$ cat src/rtl/ui_pkg.sv
// Shared menu layout: screen encodings and button rectangles (half-resolution px/py),
// used by both the menu FSM and the draw logic so the two never disagree.
package ui_pkg;

    typedef enum logic [3:0] {
        S_TITLE    = 4'd0,
        S_STAFF    = 4'd1,
        S_STAGE1   = 4'd2,
        S_SUCCESS1 = 4'd3,
        S_STAGE2   = 4'd4,
        S_SUCCESS2 = 4'd5,
        S_STAGE3   = 4'd6,
        S_SUCCESS3 = 4'd7,
        S_FAIL     = 4'd8,
        S_HELP     = 4'd9
    } state_t;

    typedef struct packed {
        logic [8:0] x0;
        logic [8:0] x1;
        logic [8:0] y0;
        logic [8:0] y1;
    } rect_t;

    localparam logic [8:0] BTN_X0 = 9'd120;
    localparam logic [8:0] BTN_X1 = 9'd200;

    // Button ids; NEXT doubles as FAIL retry, BACK doubles as STAFF back.
    localparam int B_STAGE1    = 0;
    localparam int B_STAGE2    = 1;
    localparam int B_STAGE3    = 2;
    localparam int B_HELP      = 3;
    localparam int B_NEXT      = 4;
    localparam int B_BACK      = 5;
    localparam int B_STAFF     = 6;
    localparam int B_HELP_BACK = 7;
    localparam int NUM_BTN     = 8;

    function automatic rect_t btn_rect(input int id);
        rect_t r;
        r.x0 = BTN_X0;
        r.x1 = BTN_X1;
        case (id)
            B_STAGE1:    begin r.y0 = 9'd120; r.y1 = 9'd140; end
            B_STAGE2:    begin r.y0 = 9'd150; r.y1 = 9'd170; end
            B_STAGE3:    begin r.y0 = 9'd180; r.y1 = 9'd200; end
            B_HELP:      begin r.y0 = 9'd210; r.y1 = 9'd230; end
            B_NEXT:      begin r.y0 = 9'd140; r.y1 = 9'd160; end
            B_BACK:      begin r.y0 = 9'd180; r.y1 = 9'd200; end
            B_STAFF:     begin r.y0 = 9'd150; r.y1 = 9'd170; end
            default:     begin r.y0 = 9'd200; r.y1 = 9'd220; end
        endcase
        return r;
    endfunction

    function automatic logic is_stage(input state_t s);
        return (s == S_STAGE1) || (s == S_STAGE2) || (s == S_STAGE3);
    endfunction

endpackage

$ cat src/rtl/ui_hit_rect.sv
// Half-open rectangle containment test: x0 <= px < x1 and y0 <= py < y1.
module ui_hit_rect (
    input  logic [8:0] px,
    input  logic [8:0] py,
    input  logic [8:0] x0,
    input  logic [8:0] x1,
    input  logic [8:0] y0,
    input  logic [8:0] y1,
    output logic       in
);
    assign in = (px >= x0) && (px < x1) && (py >= y0) && (py < y1);
endmodule

$ cat src/rtl/ui_menu_fsm.sv
// Menu/stage screen sequencer: mouse-click navigation between screens, stage
// results, stage unlocks and the STAGE3 life counter.
module ui_menu_fsm
    import ui_pkg::*;
(
    input  logic       clk,
    input  logic       rst,
    input  logic [9:0] mouse_x,
    input  logic [9:0] mouse_y,
    input  logic       mouse_left,
    input  logic       stage_clear,
    input  logic       stage_fail,
    input  logic       hit,
    output logic [3:0] state,
    output logic [3:0] play_valid,
    output logic [1:0] life,
    output logic       stage_start
);
    state_t               state_q, state_n, last_stage;
    logic [1:0]           life_n;
    logic                 mouse_left_q, click, entering;
    logic [8:0]           px, py;
    logic [NUM_BTN-1:0]   in_btn;

    assign px    = mouse_x[9:1];
    assign py    = mouse_y[9:1];
    assign click = mouse_left & ~mouse_left_q;
    assign state = state_q;

    for (genvar i = 0; i < NUM_BTN; i++) begin : g_btn
        localparam rect_t R = btn_rect(i);
        ui_hit_rect u_rect (
            .px(px), .py(py),
            .x0(R.x0), .x1(R.x1), .y0(R.y0), .y1(R.y1),
            .in(in_btn[i])
        );
    end

    always_comb begin
        state_n = state_q;
        life_n  = life;
        case (state_q)
            S_TITLE: if (click) begin
                if (in_btn[B_STAGE1])                       state_n = S_STAGE1;
                else if (in_btn[B_STAGE2] && play_valid[2]) state_n = S_STAGE2;
                else if (in_btn[B_STAGE3] && play_valid[3]) state_n = S_STAGE3;
                else if (in_btn[B_HELP])                    state_n = S_HELP;
            end
            S_STAGE1: if (stage_clear) state_n = S_SUCCESS1;
                      else if (stage_fail) state_n = S_FAIL;
            S_STAGE2: if (stage_clear) state_n = S_SUCCESS2;
                      else if (stage_fail) state_n = S_FAIL;
            S_STAGE3: if (stage_clear) state_n = S_SUCCESS3;
                      else begin
                          if (hit && life != 2'd0) life_n = life - 2'd1;
                          if (stage_fail || (hit && life == 2'd1)) state_n = S_FAIL;
                      end
            S_SUCCESS1: if (click) begin
                if (in_btn[B_NEXT])      state_n = S_STAGE2;
                else if (in_btn[B_BACK]) state_n = S_TITLE;
            end
            S_SUCCESS2: if (click) begin
                if (in_btn[B_NEXT])      state_n = S_STAGE3;
                else if (in_btn[B_BACK]) state_n = S_TITLE;
            end
            S_SUCCESS3: if (click && in_btn[B_STAFF]) state_n = S_STAFF;
            S_FAIL: if (click) begin
                if (in_btn[B_NEXT])      state_n = last_stage;
                else if (in_btn[B_BACK]) state_n = S_TITLE;
            end
            S_STAFF: if (click && in_btn[B_BACK])     state_n = S_TITLE;
            S_HELP:  if (click && in_btn[B_HELP_BACK]) state_n = S_TITLE;
            default: state_n = S_TITLE;
        endcase
        // Retry always comes from FAIL, so a STAGE entry is always a state change.
        entering = is_stage(state_n) && (state_n != state_q);
        if (entering && state_n == S_STAGE3) life_n = 2'd3;
    end

    always_ff @(posedge clk) begin
        if (rst) begin
            state_q      <= S_TITLE;
            play_valid   <= 4'b0010;
            life         <= 2'd3;
            stage_start  <= 1'b0;
            last_stage   <= S_STAGE1;
            mouse_left_q <= 1'b1;
        end else begin
            state_q      <= state_n;
            life         <= life_n;
            stage_start  <= entering;
            mouse_left_q <= mouse_left;
            if (entering) last_stage <= state_n;
            if (state_n == S_SUCCESS1 && state_q != S_SUCCESS1) play_valid[2] <= 1'b1;
            if (state_n == S_SUCCESS2 && state_q != S_SUCCESS2) play_valid[3] <= 1'b1;
        end
    end
endmodule
$ cat config.mk
export PLATFORM = sky130hd
export DESIGN_NAME = ui_menu_fsm
export DESIGN_NICKNAME = d
export VERILOG_FILES = /design/src/rtl/ui_pkg.sv /design/src/rtl/ui_hit_rect.sv /design/src/rtl/ui_menu_fsm.sv
export SDC_FILE = /design/constraint.sdc
export NUM_CORES = 1
export LEC_CHECK = 0
export ABC_AREA = 1
export ABC_CLOCK_PERIOD_IN_PS = 2360
export BUFFER_PORTS_ARGS = -buffer_cell sky130_fd_sc_hd__buf_2
export CORE_AREA = 2 2 89 48
export DETAILED_ROUTE_END_ITERATION = 10
export DIE_AREA = 0 0 91 50
export HOLD_SLACK_MARGIN = 0.06
export PLACE_DENSITY = 0.68
export SYNTH_ARGS = -nofsm -noshare
export SYNTH_HDL_FRONTEND = slang
export SYNTH_SLANG_ARGS = --single-unit
$ cat constraint.sdc
create_clock -name clk -period 2.36 [get_ports clk]
set_clock_uncertainty 0.2 [all_clocks]
set_input_delay 0.236 -clock clk [delete_from_list [all_inputs] [get_ports clk]]
set_output_delay 0.236 -clock clk [all_outputs]
set_load 0.02 [all_outputs]
# After elaboration in Yosys (flattened, before gate mapping)
# Index checks and enable logic that the tools add are counted.
dict set report totals {
  ff_bits 14
  word_cells 95
}
dict set report op_classes {
  n_lt_le_gt_ge 14
  n_reduce_logical 31
  mux 21
  n_eq_ne 18
  bitwise_logic 3
  n_addsub 1
}
# operator count
set op_table {}
lappend op_table {{4-bit 2-to-1 mux} 20}
lappend op_table {{9-bit by 8-bit < comparator with 1-bit output, second input constant} 7}
lappend op_table {{9-bit by 8-bit >= comparator with 1-bit output, second input constant} 5}
lappend op_table {{4-bit case mux with 10 select lines} 1}
lappend op_table {{4-bit by 3-bit equality test with 1-bit output, second input constant} 7}
lappend op_table {{1-bit logical AND} 24}
lappend op_table {{9-bit by 7-bit >= comparator with 1-bit output, second input constant} 2}
lappend op_table {{4-bit by 2-bit equality test with 1-bit output, second input constant} 4}
lappend op_table {{4-bit equality test, second input constant} 2}
lappend op_table {{4-bit by 1-bit equality test with 1-bit output, second input constant} 1}
lappend op_table {{4-bit logical NOT} 1}
lappend op_table {{4-bit by 2-bit != test with 1-bit output, second input constant} 1}
lappend op_table {{4-bit by 3-bit != test with 1-bit output, second input constant} 1}
lappend op_table {{4-bit != test} 1}
lappend op_table {{1-bit logical OR} 3}
lappend op_table {{3-bit AND reduction} 1}
lappend op_table {{2-bit by 1-bit equality test with 1-bit output, second input constant} 1}
lappend op_table {{1-bit inverter} 2}
lappend op_table {{2-bit nonzero test} 1}
lappend op_table {{2-bit OR reduction} 1}
lappend op_table {{2-bit by 1-bit subtractor with 2-bit output, second input constant} 1}
lappend op_table {{1-bit bitwise AND} 1}

# Longest topological paths before layout
# Gate-level depths: netlist (run 1).
dict set report depth {
  ltp_word 16
  mapped_depth 20
}

# Cells and area by module
# From an unflattened synthesis (run 1), not the netlist that was laid out.
dict set report unflattened {
  cells_unflattened 1563
  hier_area_um2 9007.4
}
# mod area_per_inst_um2 instances cells_per_inst
set modules_own_cells {}
lappend modules_own_cells {ui_hit_rect 969.7 8 169}
lappend modules_own_cells {ui_menu_fsm 1249.9 1 211}

# Worst setup path before layout (run 1)
# OpenSTA, ideal clock, no wires.
dict set report synth_path {
  path_kind {reg2reg}
  start {register life[0]}
  end {register last_stage[2]}
  setup_time_ns 0.114
  arrival_ns 1.936
  setup_slack_ns 0.110
  period_less_slack_ns 2.250
  stages_incl_launch_ff 19
  path_cell_list {dfxtp_1 ha_1 nand2_1 nor2_1 nor2_1 nor2_1 nor2_1 nor2_1 nand3_2 nor2_2 nand3_2 nand2_2 nand2_1 inv_2 nor2_2 nand2_2 nand2_4 nor2_1 nor2_2}
}
dict set report synth_between {
  elab_chain_cells 10
  elab_cells_between_ends 13
}
# item line_no
set synth_rtl {}
lappend synth_rtl {{start: declaration} ui_menu_fsm.sv:16} ;# output logic [1:0] life,
lappend synth_rtl {{start signal: assignment} ui_menu_fsm.sv:90} ;# life <= life_n;
lappend synth_rtl {{2-bit by 1-bit equality test with 1-bit output (*)} ui_menu_fsm.sv:56} ;# if (stage_fail || (hit && life == 2'd1)) state_n = S_FAIL;
lappend synth_rtl {{1-bit logical AND (*)} ui_menu_fsm.sv:56}
lappend synth_rtl {{1-bit logical OR (*)} ui_menu_fsm.sv:56}
lappend synth_rtl {{4-bit 2-to-1 mux (*)} ui_menu_fsm.sv:56}
lappend synth_rtl {{4-bit 2-to-1 mux (*)} ui_menu_fsm.sv:53} ;# S_STAGE3: if (stage_clear) state_n = S_SUCCESS3;
lappend synth_rtl {{4-bit case mux with 10 select lines (*)} ui_menu_fsm.sv:42} ;# case (state_q)
lappend synth_rtl {{4-bit by 2-bit equality test with 1-bit output / 4-bit by 3-bit equality test with 1-bit output (equally long branches)} ui_pkg.sv:57} ;# return (s == S_STAGE1) || (s == S_STAGE2) || (s == S_STAGE3);
lappend synth_rtl {{1-bit logical OR (2 in series)} ui_pkg.sv:57}
lappend synth_rtl {{1-bit logical AND} ui_menu_fsm.sv:76} ;# entering = is_stage(state_n) && (state_n != state_q);
lappend synth_rtl {{end signal: assignment} ui_menu_fsm.sv:93} ;# if (entering) last_stage <= state_n;
lappend synth_rtl {{end: declaration} ui_menu_fsm.sv:19} ;# state_t state_q, state_n, last_stage;
# Mark *: on every way between the ends. The rest lies on a longest branch, timed or not.
# A chain may end at the register's enable or synchronous reset.

# Final worst setup path (run 1)
dict set report layout_path {
  start {register life[1]}
  end {register stage_start}
}
dict set report layout_between {
  elab_chain_cells 10
  elab_cells_between_ends 13
}
# item line_no
set layout_rtl {}
lappend layout_rtl {{2-bit by 1-bit equality test with 1-bit output (*)} ui_menu_fsm.sv:56}
lappend layout_rtl {{1-bit logical AND (*)} ui_menu_fsm.sv:56}
lappend layout_rtl {{1-bit logical OR (*)} ui_menu_fsm.sv:56}
lappend layout_rtl {{4-bit 2-to-1 mux (*)} ui_menu_fsm.sv:56}
lappend layout_rtl {{4-bit 2-to-1 mux (*)} ui_menu_fsm.sv:53}
lappend layout_rtl {{4-bit case mux with 10 select lines (*)} ui_menu_fsm.sv:42}
lappend layout_rtl {{4-bit by 2-bit equality test with 1-bit output / 4-bit by 3-bit equality test with 1-bit output (equally long branches)} ui_pkg.sv:57}
lappend layout_rtl {{1-bit logical OR (2 in series)} ui_pkg.sv:57}
lappend layout_rtl {{1-bit logical AND (*)} ui_menu_fsm.sv:76}
lappend layout_rtl {{end signal: assignment} ui_menu_fsm.sv:91} ;# stage_start <= entering;
lappend layout_rtl {{end: declaration} ui_menu_fsm.sv:17} ;# output logic stage_start
# Marks and branches as above.

==> results of run 1 <==
==> registers in the layout, summed over array words and instances, names as in the netlist <==
| register | flops |
|---|---|
| last_stage | 4 |
| life | 2 |
| mouse_left_q | 1 |
| play_valid | 2 |
| stage_start | 1 |
| state | 4 |
==> cells in the final DEF, fill, tap and decap left out, types with 2 or more instances in the layout <==
| master | instances |
|---|---|
| nand2_1 | 66 |
| nor2_1 | 31 |
| buf_2 | 28 |
| inv_1 | 27 |
| nand3_1 | 21 |
| buf_4 | 18 |
| nor2_2 | 13 |
| nand4_1 | 10 |
| a21oi_1 | 9 |
| inv_2 | 8 |
| dfxtp_1 | 8 |
| o21ai_0 | 7 |
| nand2_2 | 5 |
| dfxtp_2 | 5 |
| o21ai_2 | 4 |
| nor2_4 | 4 |
| nand2_4 | 4 |
| o211ai_1 | 3 |
| nand3_2 | 3 |
| clkbuf_8 | 3 |
| a21oi_2 | 2 |
| nor3_1 | 2 |
| nor4_2 | 2 |
| nand3_4 | 2 |
| conb_1 | 2 |
| dlygate4sd3_1 | 2 |
==> power groups by stage <==
| stage | registers [W] | clock network [W] | logic [W] |
|---|---|---|---|
| after floorplan | 0.000244 | 0 | 0.0000624 |
| after global placement | 0.000243 | 0 | 0.0000988 |
| after detailed placement | 0.000243 | 0 | 0.000100 |
| after CTS | 0.000238 | 0.000198 | 0.000103 |
| after global routing | 0.000237 | 0.000208 | 0.000122 |
| final | 0.000237 | 0.000191 | 0.000107 |
==> through the flow <==
step	setup WS (ns)	hold WS, ns	TNS [ns]	cell area, sq um
2_1_floorplan	0.1100	0.1051	0	1474
3_3_place_gp	0.01859	0.2281	0	1789
3_5_place_dp	0.0003209	0.2339	0	1789
4_1_cts	0.009130	0.2215	0	1851
5_1_grt	-0.07089	0.2723	-0.2896	1948
6_report	0.07981	0.2412	0	1948
==> kinds of logic (layout without fill, tap and decap cells) <==
family          after synthesis  count (layout)
compound gates               29              29
xor+xnor                      1               1
fa+ha+maj                     2               2
buf+inv                      39              87
flops                        14              14
other cells                   2               2
simple gates                166             166
==> per-layer routing <==
layer | vias to the layer above | part of all wire
li1 | 915 | -
met1 | 768 | 0.55
met2 | 49 | 0.35
met3 | 2 | 0.097
met4 | 0 | 0.0049
met5 | - | 0
==> worst max path at each step <==
stage                          to  depth (start not counted)  slack, ns
floorplan           last_stage[2]                         18       0.11
global placement    last_stage[2]                         20       0.02
detailed placement  last_stage[2]                         20     0.0003
CTS                 last_stage[2]                         17      0.009
global route          stage_start                         17      -0.07
finish                stage_start                         19       0.08
==> worst max-delay path, stage by stage (launching register included) <==
cell,delay [ns]
dfxtp_2,0.33
inv_2,0.08
ha_4,0.14
nand2_4,0.05
nor2_4,0.10
nor2_1,0.05
nor2_1,0.10
nor2_1,0.04
nor2_1,0.14
nand3_2,0.12
nor2_4,0.15
nand3_4,0.11
nand2_2,0.08
nand2_1,0.06
inv_2,0.07
nor2_4,0.05
nand2_4,0.07
nand2_4,0.07
buf_4,0.14
nor2_1,0.07
==> final cells by class <==
| type | instances | area share |
|---|---|---|
| clock buffer | 3 | 0.02119 |
| tap | 54 | 0.03468 |
| timing repair buffer | 48 | 0.1516 |
| sequential | 14 | 0.1490 |
| multi-input combinational | 200 | 0.5742 |
| inverter | 36 | 0.06936 |
==> cell usage after synthesis <==
cell type and n:
nand2_1 69, nor2_1 38, inv_1 28, nand3_1 21, dfxtp_1 14, a21oi_1 10, nand4_1 10, nor2_2 9
inv_2 7, o21ai_0 7, nand2_2 4, nand3_2 4, o21ai_2 4, o211ai_1 3, buf_4 2, conb_1 2
ha_1 2, nand2_4 2, nor3_1 2, a21boi_1 1, a21oi_2 1, a31oi_1 1, buf_2 1, clkinv_1 1
nand3_4 1, nor2_4 1, nor3_2 1, nor3_4 1, nor4_1 1, nor4_2 1, nor4_4 1, o21bai_1 1
o22ai_1 1, xor2_1 1
==> what timing repair did <==
item                                    4_1_cts  5_1_grt
resized for setup                             0       28
hold buffers                                  2        0
endpoints found under the setup margin        0        9
hold endpoints to repair                      6        0
setup buffers                                 0        1
==> summary.txt, run 1 <==
Status
  • Status: finished, final reports clean

Global route
  • First-pass GRT wire length: 7141 microns
  • GRT Total Usage: 0.1973
  • Largest net degree at the start of global routing: 11
  • Number of global-route vias before repair: 1467
  • Met2 Use GR: 0.2407
  • Met3 Usage GRT: 0.05505
  • Initial antenna violation count: 0
  • GRT busiest layer: met1
  • Total global routing overflow: 0
  • GR Util met1: 0.3260

Floorplanning
  • Starting density of the core: 0.3916
  • Row Count: 16
  • IO Pins: 37
  • DIE HEIGHT: 50 microns
  • Chip width: 91 microns
  • DIE AREA: 0.004550 sq mm
  • Core box area: 0.003764 sq mm

Min path
  • Hold path start: hit
  • Hold path depth: 4
  • HP Class: in2reg
  • Hold EP: life[0]

Pwr
  • Flop pwr share: 0.443
  • Final Power: 0.0005358 W
  • P_int: 0.0003874 W
  • Pleak: 1.043 nW
  • VDD IR max: 0.2498 mV
  • Clock share of power: 0.357
  • Pwr/cell area: 275.0 mW/mm^2
  • Sw Share: 0.2769
  • Combinational power share: 0.200
  • Switching power: 0.0001484 W

Worst setup path
  • Reg2reg path depth: 19
  • Worst R2R Setup Slack: 0.08 ns
  • CP max FO: 5
  • Crit path launch type: flop
  • Worst Path Required: 2.34 ns
  • Worst R2R End: stage_start
  • Worst r2r src: life[1]
  • Critical path type: reg2reg
  • Worst setup EP type: flop
  • CP startpoint: life[1]
  • CP arrival: 2.26 ns

Routing
  • Final WL: 4279 microns
  • Total vias in the final route: 1734
  • # DRC: 0
  • Initial DRT Pass Iterations: 4
  • Via/cell ratio: 4.885
  • Wire length per cell: 12.05 microns
  • Detail Route Antenna Nets: 0
  • Drt initial violations: 128

Cells and area
  • Share of post-route cells with drive strength above 1: 0.3522
  • Fillers: 410
  • Register Area: 290.3 sq um
  • Antenna Cells: 0
  • Multi-input combinational cell area: 0.001119 sq mm
  • Area Growth Syn to Fin: 32.17%
  • Final Instance Count excl. Fillers: 355
  • Nets: 331
  • Final core occ: 0.5176

Timing
  • Clock period minus worst slack: 2.280 ns
  • # setup viols final: 0
  • Unrepaired setup endpoints after global routing: true
  • Count of final max-slew check failures: 0
  • Period utilisation layout: 0.9662
  • Fmax achieved: 0.4386 GHz
  • Fin. Hold Viols: 0

Synthesis
  • Yosys warns: 0
  • Synth Area in Adders: 0.01698
  • Synth top area share: 0.1902
  • Dominant cell type by area after synthesis: dfxtp_1
  • Mean Syn Cell Area: 5.826 sq um
  • Largest family of logic cells by synthesized area: simple AND/OR/NAND/NOR gates
  • Register area share after synthesis: 0.1902
  • Mapped Area: 0.001474 sq mm
  • FF+latch count, synth: 14
  • Syn_nets: 281
  • Post-synthesis mux area share: 0
  • Synth Area in Compound Gates: 0.1214
  • Simple-gate share of the synthesized area: 0.5552
  • Synth Area in XOR/XNOR: 0.005942
  • Synth Instances: 253
  • Yosys cell types: 34
  • Top cells by area, synth: dfxtp_1 19%, nand2_1 18%, nor2_1 9.7%, inv_1 7.1%, nand3_1 7.1%

CTS
  • Clock tree from TritonCTS: yes
  • Root buffer cell: clkbuf_8
  • Latest clock arrival within the worst-skew pair: 0.24 ns
  • H-tree depth: 1
  • CTS Buf Count: 3
  • CTS clk-pin slew, worst paths: 0.05 ns
  • CTS Buffer Depth: 2
  • CTS Sinks: 14

Placement
  • PortBufs: 28
  • Cells after DPL: 349
  • Detail Placement HPWL: 3507 microns
  • GPL Wtd Cong: 0.9210

Run
  • Max_cap viols: 0
Power figures use the tool's default switching activity.
==> run 2: changes to the inputs <==
==> constraint.sdc (replaced) <==
create_clock -name clk -period 2.36 [get_ports clk]
set_clock_uncertainty 0.2 [all_clocks]
set_input_delay 0.118 -clock clk [delete_from_list [all_inputs] [get_ports clk]]
set_output_delay 0.118 -clock clk [all_outputs]
set_load 0.02 [all_outputs]
==> summary.txt, run 2 (same netlist as run 1, synthesis figures left out) <==
CTS
  • Latest clock arrival within the worst-skew pair: 0.24 ns (about the same)
  • CTS clk-pin slew, worst paths: 0.05 ns (about the same)
  • Root buffer cell: clkbuf_8
  • H-tree depth: 1 (unchanged)
  • CTS Buf Count: 3 (unchanged)
  • CTS Buffer Depth: 2 (unchanged)
  • Clock tree from TritonCTS: yes
  • CTS Sinks: 14 (unchanged)

Placement
  • GPL Wtd Cong: 0.9060 (-1.6%)
  • Detail Placement HPWL: 3471 microns (-1.0%)
  • PortBufs: 28 (unchanged)
  • Cells after DPL: 346 (-0.86%)

Status
  • Status: finished, final reports clean

Routing
  • Wire length per cell: 11.96 microns (-0.77%)
  • Initial DRT Pass Iterations: 4 (unchanged)
  • Drt initial violations: 192 (+50%)
  • # DRC: 0 (unchanged)
  • Via/cell ratio: 5.057 (+3.5%)
  • Detail Route Antenna Nets: 0 (unchanged)
  • Final WL: 4210 microns (-1.6%)
  • Total vias in the final route: 1780 (+2.7%)

Cells and area
  • Most common cell after layout, fill and taps aside: nand2_1
  • Final Instance Count excl. Fillers: 352 (-0.85%)
  • Multi-input combinational cell area: 0.001142 sq mm (+2.1%)
  • Fillers: 409 (-0.24%)
  • Register Area: 287.8 sq um (-0.86%)
  • Commonest non-fill, non-tap cells in the layout: 62 x nand2_1, 31 x nor2_1, 28 x buf_2
  • Area Growth Syn to Fin: 32.09% (about the same)
  • Share of post-route cells with drive strength above 1: 0.3725 (+0.02032)
  • Nets: 328 (-0.91%)
  • Antenna Cells: 0 (unchanged)

Worst setup path
  • End of the critical path: last_stage[2]
  • Crit path depth: 16 (-3)
  • Largest stage delay, worst path: 0.34 ns (about the same)
  • Reg2reg path depth: 16 (-3)
  • Worst r2r src: state[0]
  • Worst R2R End: last_stage[2]
  • Slowest CP cell: dfxtp_2
  • Worst Path Required: 2.29 ns (-0.05 ns)
  • CP startpoint: state[0]
  • CP arrival: 2.16 ns (-0.10 ns)
  • Top Family by Delay on Critical Path: simple AND/OR/NAND/NOR gates
  • Worst R2R Setup Slack: 0.13 ns (+0.05 ns)
  • Critical path type: reg2reg
  • Worst setup EP type: flop
  • CP max FO: 6 (+1)
  • CP bufs+invs: 1 (-2)
  • Crit path launch type: flop
  • Crit path cell chain: inv_2 -> nor2_1 -> nand2_2 -> nand2_1 -> nor2_1 -> nor2_1 -> nand2_1 -> nand3_2 -> nand2_1 -> nand2_1 -> nor2_1 -> nand2_4 -> nand2_4 -> nand2_2 -> nand2_2 -> nor2_2

Pwr
  • Sw Share: 0.2689 (-0.008074)
  • P_int: 0.0003871 W (about the same)
  • Pleak: 1.027 nW (-1.6%)
  • Switching power: 0.0001424 W (-4.1%)
  • VDD IR max: 0.2585 mV (+3.5%)
  • Clock share of power: 0.348 (-0.009)
  • Flop pwr share: 0.451 (+0.008)
  • Pwr/cell area: 271.9 mW/mm^2 (-1.1%)
  • Combinational power share: 0.201 (about the same)

Floorplanning
  • Starting density of the core: 0.3916 (unchanged)
  • Core box area: 0.003764 sq mm (unchanged)
  • DIE HEIGHT: 50 microns (unchanged)
  • IO Pins: 37 (unchanged)
  • Row Count: 16 (unchanged)
  • DIE AREA: 0.004550 sq mm (unchanged)
  • Chip width: 91 microns (unchanged)

Run
  • Max_cap viols: 0 (unchanged)

Timing
  • Fin. Hold Viols: 0 (unchanged)
  • Unrepaired setup endpoints after global routing: true
  • Clock period minus worst slack: 2.226 ns (-0.05387 ns)
  • Hold WS: 0.1316 ns (-0.1096 ns)
  • Period utilisation layout: 0.9434 (-0.02283)
  • Count of final max-slew check failures: 0 (unchanged)
  • # setup viols final: 0 (unchanged)
  • Fin Setup TNS: 0 ns (unchanged)
  • Fmax achieved: 0.4492 GHz (+2.4%)

Global route
  • Total global routing overflow: 0 (unchanged)
  • Number of global-route vias before repair: 1486 (+1.3%)
  • Largest net degree at the start of global routing: 12 (+1)
  • GRT Total Usage: 0.1925 (-0.004750)
  • Initial antenna violation count: 0 (unchanged)
  • First-pass GRT wire length: 7044 microns (-1.4%)

Min path
  • Hold path start: hit
  • HP Class: in2reg
run 2: cell count changes in the layout (fill, tap and decap cells not counted), moves of 2 or more:
cell,change
inv_1,-2
nand2_1,-4
inv_2,+2
nand3_2,+3
buf_4,-3
nand3_1,-3
nand2_2,+4
run 2: worst min path at each step:
stage               cells after the start  slack, ns       endpoint
floorplan                               1      -0.01  play_valid[2]
global placement                        3       0.11   mouse_left_q
detailed placement                      3       0.11   mouse_left_q
CTS                                     4       0.11        life[0]
global route                            4       0.15        life[0]
finish                                  4       0.13        life[0]
run 2: cell type report:
type,count,area share
clock buffer,3,0.02121
sequential,14,0.1478
inverter,36,0.06941
timing repair buffer,45,0.1401
tap,54,0.03470
multi-input combinational,200,0.5868
run 2: per-stage QoR:
stage / setup WS (ns) / cell area [sq um] / total power, W / util
finish: 0.1337 / 1947 / 0.0005294 / 0.5173
global route: -0.03395 / 1947 / 0.0005623 / 0.5173
CTS: 0.05920 / 1828 / 0.0005323 / 0.4857
detailed placement: 0.06793 / 1767 / 0.0003420 / 0.4694
global placement: 0.07917 / 1767 / 0.0003408 / 0.4694
floorplan: 0.1100 / 1474 / 0.0003060 / -
run 2: worst register-to-register path: cells and delay by family (launching register included):
kind | cells | cell delay (ns)
simple gates | 15 | 1.43
flops | 1 | 0.34
buf+inv | 1 | 0.15
run 2: layer usage:
metal  GRT usage  vias to the layer above  part of all wire
met3     0.06269                        2              0.10
met4     0.02020                        0            0.0029
met1      0.3067                      805              0.52
li1            -                      903                 -
met2      0.2481                       70              0.37
met5           0                        -                 0
run 2: power groups by stage:
stage               logic (W)  clock network [W]  registers [W]
finish               0.000107           0.000184       0.000239
global route         0.000121           0.000202       0.000239
CTS                  0.000101           0.000192       0.000238
detailed placement  0.0000985                  0       0.000243
global placement    0.0000973                  0       0.000243
floorplan           0.0000624                  0       0.000244
run 2: timing repair:
action / CTS / global route
resized for setup: 0 / 36
endpoints found under the hold margin: 7 / 0
setup endpoints to repair: 0 / 8
hold buffers: 2 / 0
buffers inserted: 0 / 1
==> run 3: changes to the inputs <==
--- a/config.mk
+++ b/config.mk
@@ -8,3 +8,3 @@
 export ABC_AREA = 1
-export ABC_CLOCK_PERIOD_IN_PS = 2360
+export ABC_CLOCK_PERIOD_IN_PS = 2800
 export BUFFER_PORTS_ARGS = -buffer_cell sky130_fd_sc_hd__buf_2
==> constraint.sdc (replaced) <==
create_clock -name clk -period 2.8 [get_ports clk]
set_clock_uncertainty 0.2 [all_clocks]
set_input_delay 0.14 -clock clk [delete_from_list [all_inputs] [get_ports clk]]
set_output_delay 0.14 -clock clk [all_outputs]
set_load 0.05 [all_outputs]
==> summary.txt, run 3 (same netlist as run 1, synthesis figures left out) <==
Floorplanning
  • DIE AREA: 0.004550 sq mm (unchanged)
  • Chip width: 91 microns (unchanged)
  • Row Count: 16 (unchanged)
  • Core box area: 0.003764 sq mm (unchanged)
  • IO Pins: 37 (unchanged)
  • Starting density of the core: 0.3916 (unchanged)
  • DIE HEIGHT: 50 microns (unchanged)

Min path
  • HP Class: in2reg

Worst setup path
  • Critical path type: in2reg
  • CP arrival: 2.41 ns (+0.25 ns)
  • Worst setup EP type: flop
  • Crit path launch type: primary input
  • Worst Path Required: 2.74 ns (+0.45 ns)
  • Worst R2R Setup Slack: 0.35 ns (+0.22 ns)
  • CP max FO: 6 (unchanged)

CTS
  • Post-CTS setup buffer count: 0 (unchanged)
  • CTS Buf Count: 3 (unchanged)
  • Clock tree from TritonCTS: yes
  • Root buffer cell: clkbuf_8
  • CTS Buffer Depth: 2 (unchanged)
  • Latest clock arrival within the worst-skew pair: 0.24 ns (about the same)
  • H-tree depth: 1 (unchanged)
  • CTS Sinks: 14 (unchanged)
  • CTS clk-pin slew, worst paths: 0.06 ns (about the same)

Pwr
  • Pwr/cell area: 275.3 mW/mm^2 (+1.2%)
  • Final Power: 0.0004885 W (-7.7%)
  • Pleak: 0.9685 nW (-5.7%)
  • VDD IR max: 0.3001 mV (+16%)

Run
  • Max_cap viols: 0 (unchanged)

Cells and area
  • Register Area: 280.3 sq um (-2.6%)
  • Multi-input combinational cell area: 0.001039 sq mm (-9.1%)
  • Fin area: 0.001774 sq mm (-8.9%)
  • Area Growth Syn to Fin: 20.37%
  • Fillers: 413 (+0.98%)
  • Nets: 318 (-3.0%)
  • Final core occ: 0.4714 (-0.04588)
  • Commonest non-fill, non-tap cells in the layout: 69 x nand2_1, 38 x nor2_1, 28 x inv_1, 28 x buf_2, 21 x nand3_1
  • Antenna Cells: 0 (unchanged)
  • Final Instance Count excl. Fillers: 343 (-2.6%)
  • Share of post-route cells with drive strength above 1: 0.2561 (-0.1164)
  • Most common cell after layout, fill and taps aside: nand2_1

Placement
  • Cells after DPL: 337 (-2.6%)
  • Detail Placement HPWL: 3310 microns (-4.7%)
  • PortBufs: 28 (unchanged)
  • GPL Wtd Cong: 0.9469 (+4.5%)
  • Placed instance area: 0.001699 sq mm (-3.8%)

Routing
  • Detail Route Antenna Nets: 0 (unchanged)
  • Drt initial violations: 166 (-14%)
  • Wire length per cell: 11.62 microns (-2.9%)
  • Via/cell ratio: 4.854 (-4.0%)
  • Final WL: 3984 microns (-5.4%)
  • # DRC: 0 (unchanged)
  • Total vias in the final route: 1665 (-6.5%)
  • Initial DRT Pass Iterations: 5 (+1)

Timing
  • Fmax achieved: 0.4050 GHz
  • Fin. Hold Viols: 0 (unchanged)
  • Count of final max-slew check failures: 0 (unchanged)
  • Period utilisation layout: 0.8817
  • Unrepaired setup endpoints after global routing: false
  • # setup viols final: 0 (unchanged)
  • Clock period minus worst slack: 2.469 ns
  • Fin Setup TNS: 0 ns (unchanged)

Status
  • Status: finished, final reports clean

Global route
  • Largest net degree at the start of global routing: 12 (unchanged)
  • First-pass GRT wire length: 7079 microns (+0.50%)
  • Initial antenna violation count: 0 (unchanged)
  • Total global routing overflow: 0 (unchanged)
  • GRT Total Usage: 0.1907 (-0.001837)
  • Number of global-route vias before repair: 1505 (+1.3%)
## run 3: cell count changes in the layout (fill, tap and decap cells not counted), sizes merged
cell    previous run  this run
buf               43        33
clkbuf             3         4
## run 3: worst paths after layout
path,end,cells after the start,startpoint
setup / recovery,last_stage[2],19,mouse_left
hold reg to reg,last_stage[3],2,last_stage[3]
hold / removal,life[0],4,hit
setup reg to reg,last_stage[2],19,state[2]
## run 3: per-layer routing
metal,share of wire,routed length [microns],track usage,vias to the layer above
li1,-,-,-,890
met1,0.56,2250,0.3095,716
met2,0.34,1360,0.2457,59
met3,0.094,373,0.05199,0
met4,0,0,0.02020,0
met5,0,0,0,-
## run 3: power by group
part           switching (W)  internal (W)  leakage [nW]  total (W)
sequential       0.000000729      0.000200         0.113   0.000201
clock              0.0000729      0.000124        0.0288   0.000197
combinational      0.0000599     0.0000303         0.827  0.0000902
total               0.000134      0.000355         0.969   0.000488
## run 3: what timing repair did
action / 4_1_cts / 5_1_grt
resized for setup: 0 / 0
hold buffers: 2 / 0
endpoints found under the hold margin: 7 / 0
## run 3: cell type report
class	count	share of cell area
Timing Repair Buffer	35	0.1114
Clock buffer	4	0.03103
Tap cell	54	0.03808
Sequential cell	14	0.1580
Inverter	36	0.07616
Multi-Input combinational cell	200	0.5853
## run 3: worst max-delay path, cell delays in order
cell and delay [ns]:
dlygate4sd3_1 0.52, buf_2 0.10, inv_1 0.04, nor2_1 0.18
inv_1 0.16, nor2_1 0.17, nand2_1 0.07, clkinv_1 0.08
nand4_1 0.13, nand3_2 0.19, nand2_2 0.06, nand2_1 0.07
inv_2 0.03, nor2_2 0.10, nand2_2 0.10, nand2_4 0.09
nand2_1 0.05, nand2_1 0.07, nor2_2 0.03
## run 3: stage by stage
| stage | worst slack (ns) | hold slack [ns] |
|---|---|---|
| after global placement | 0.4099 | 0.1379 |
| final | 0.3312 | 0.1174 |
| after global routing | 0.06169 | 0.1438 |
| after CTS | 0.3502 | 0.1247 |
| after detailed placement | 0.3953 | 0.1445 |
| after floorplan | 0.3064 | 0.009066 |
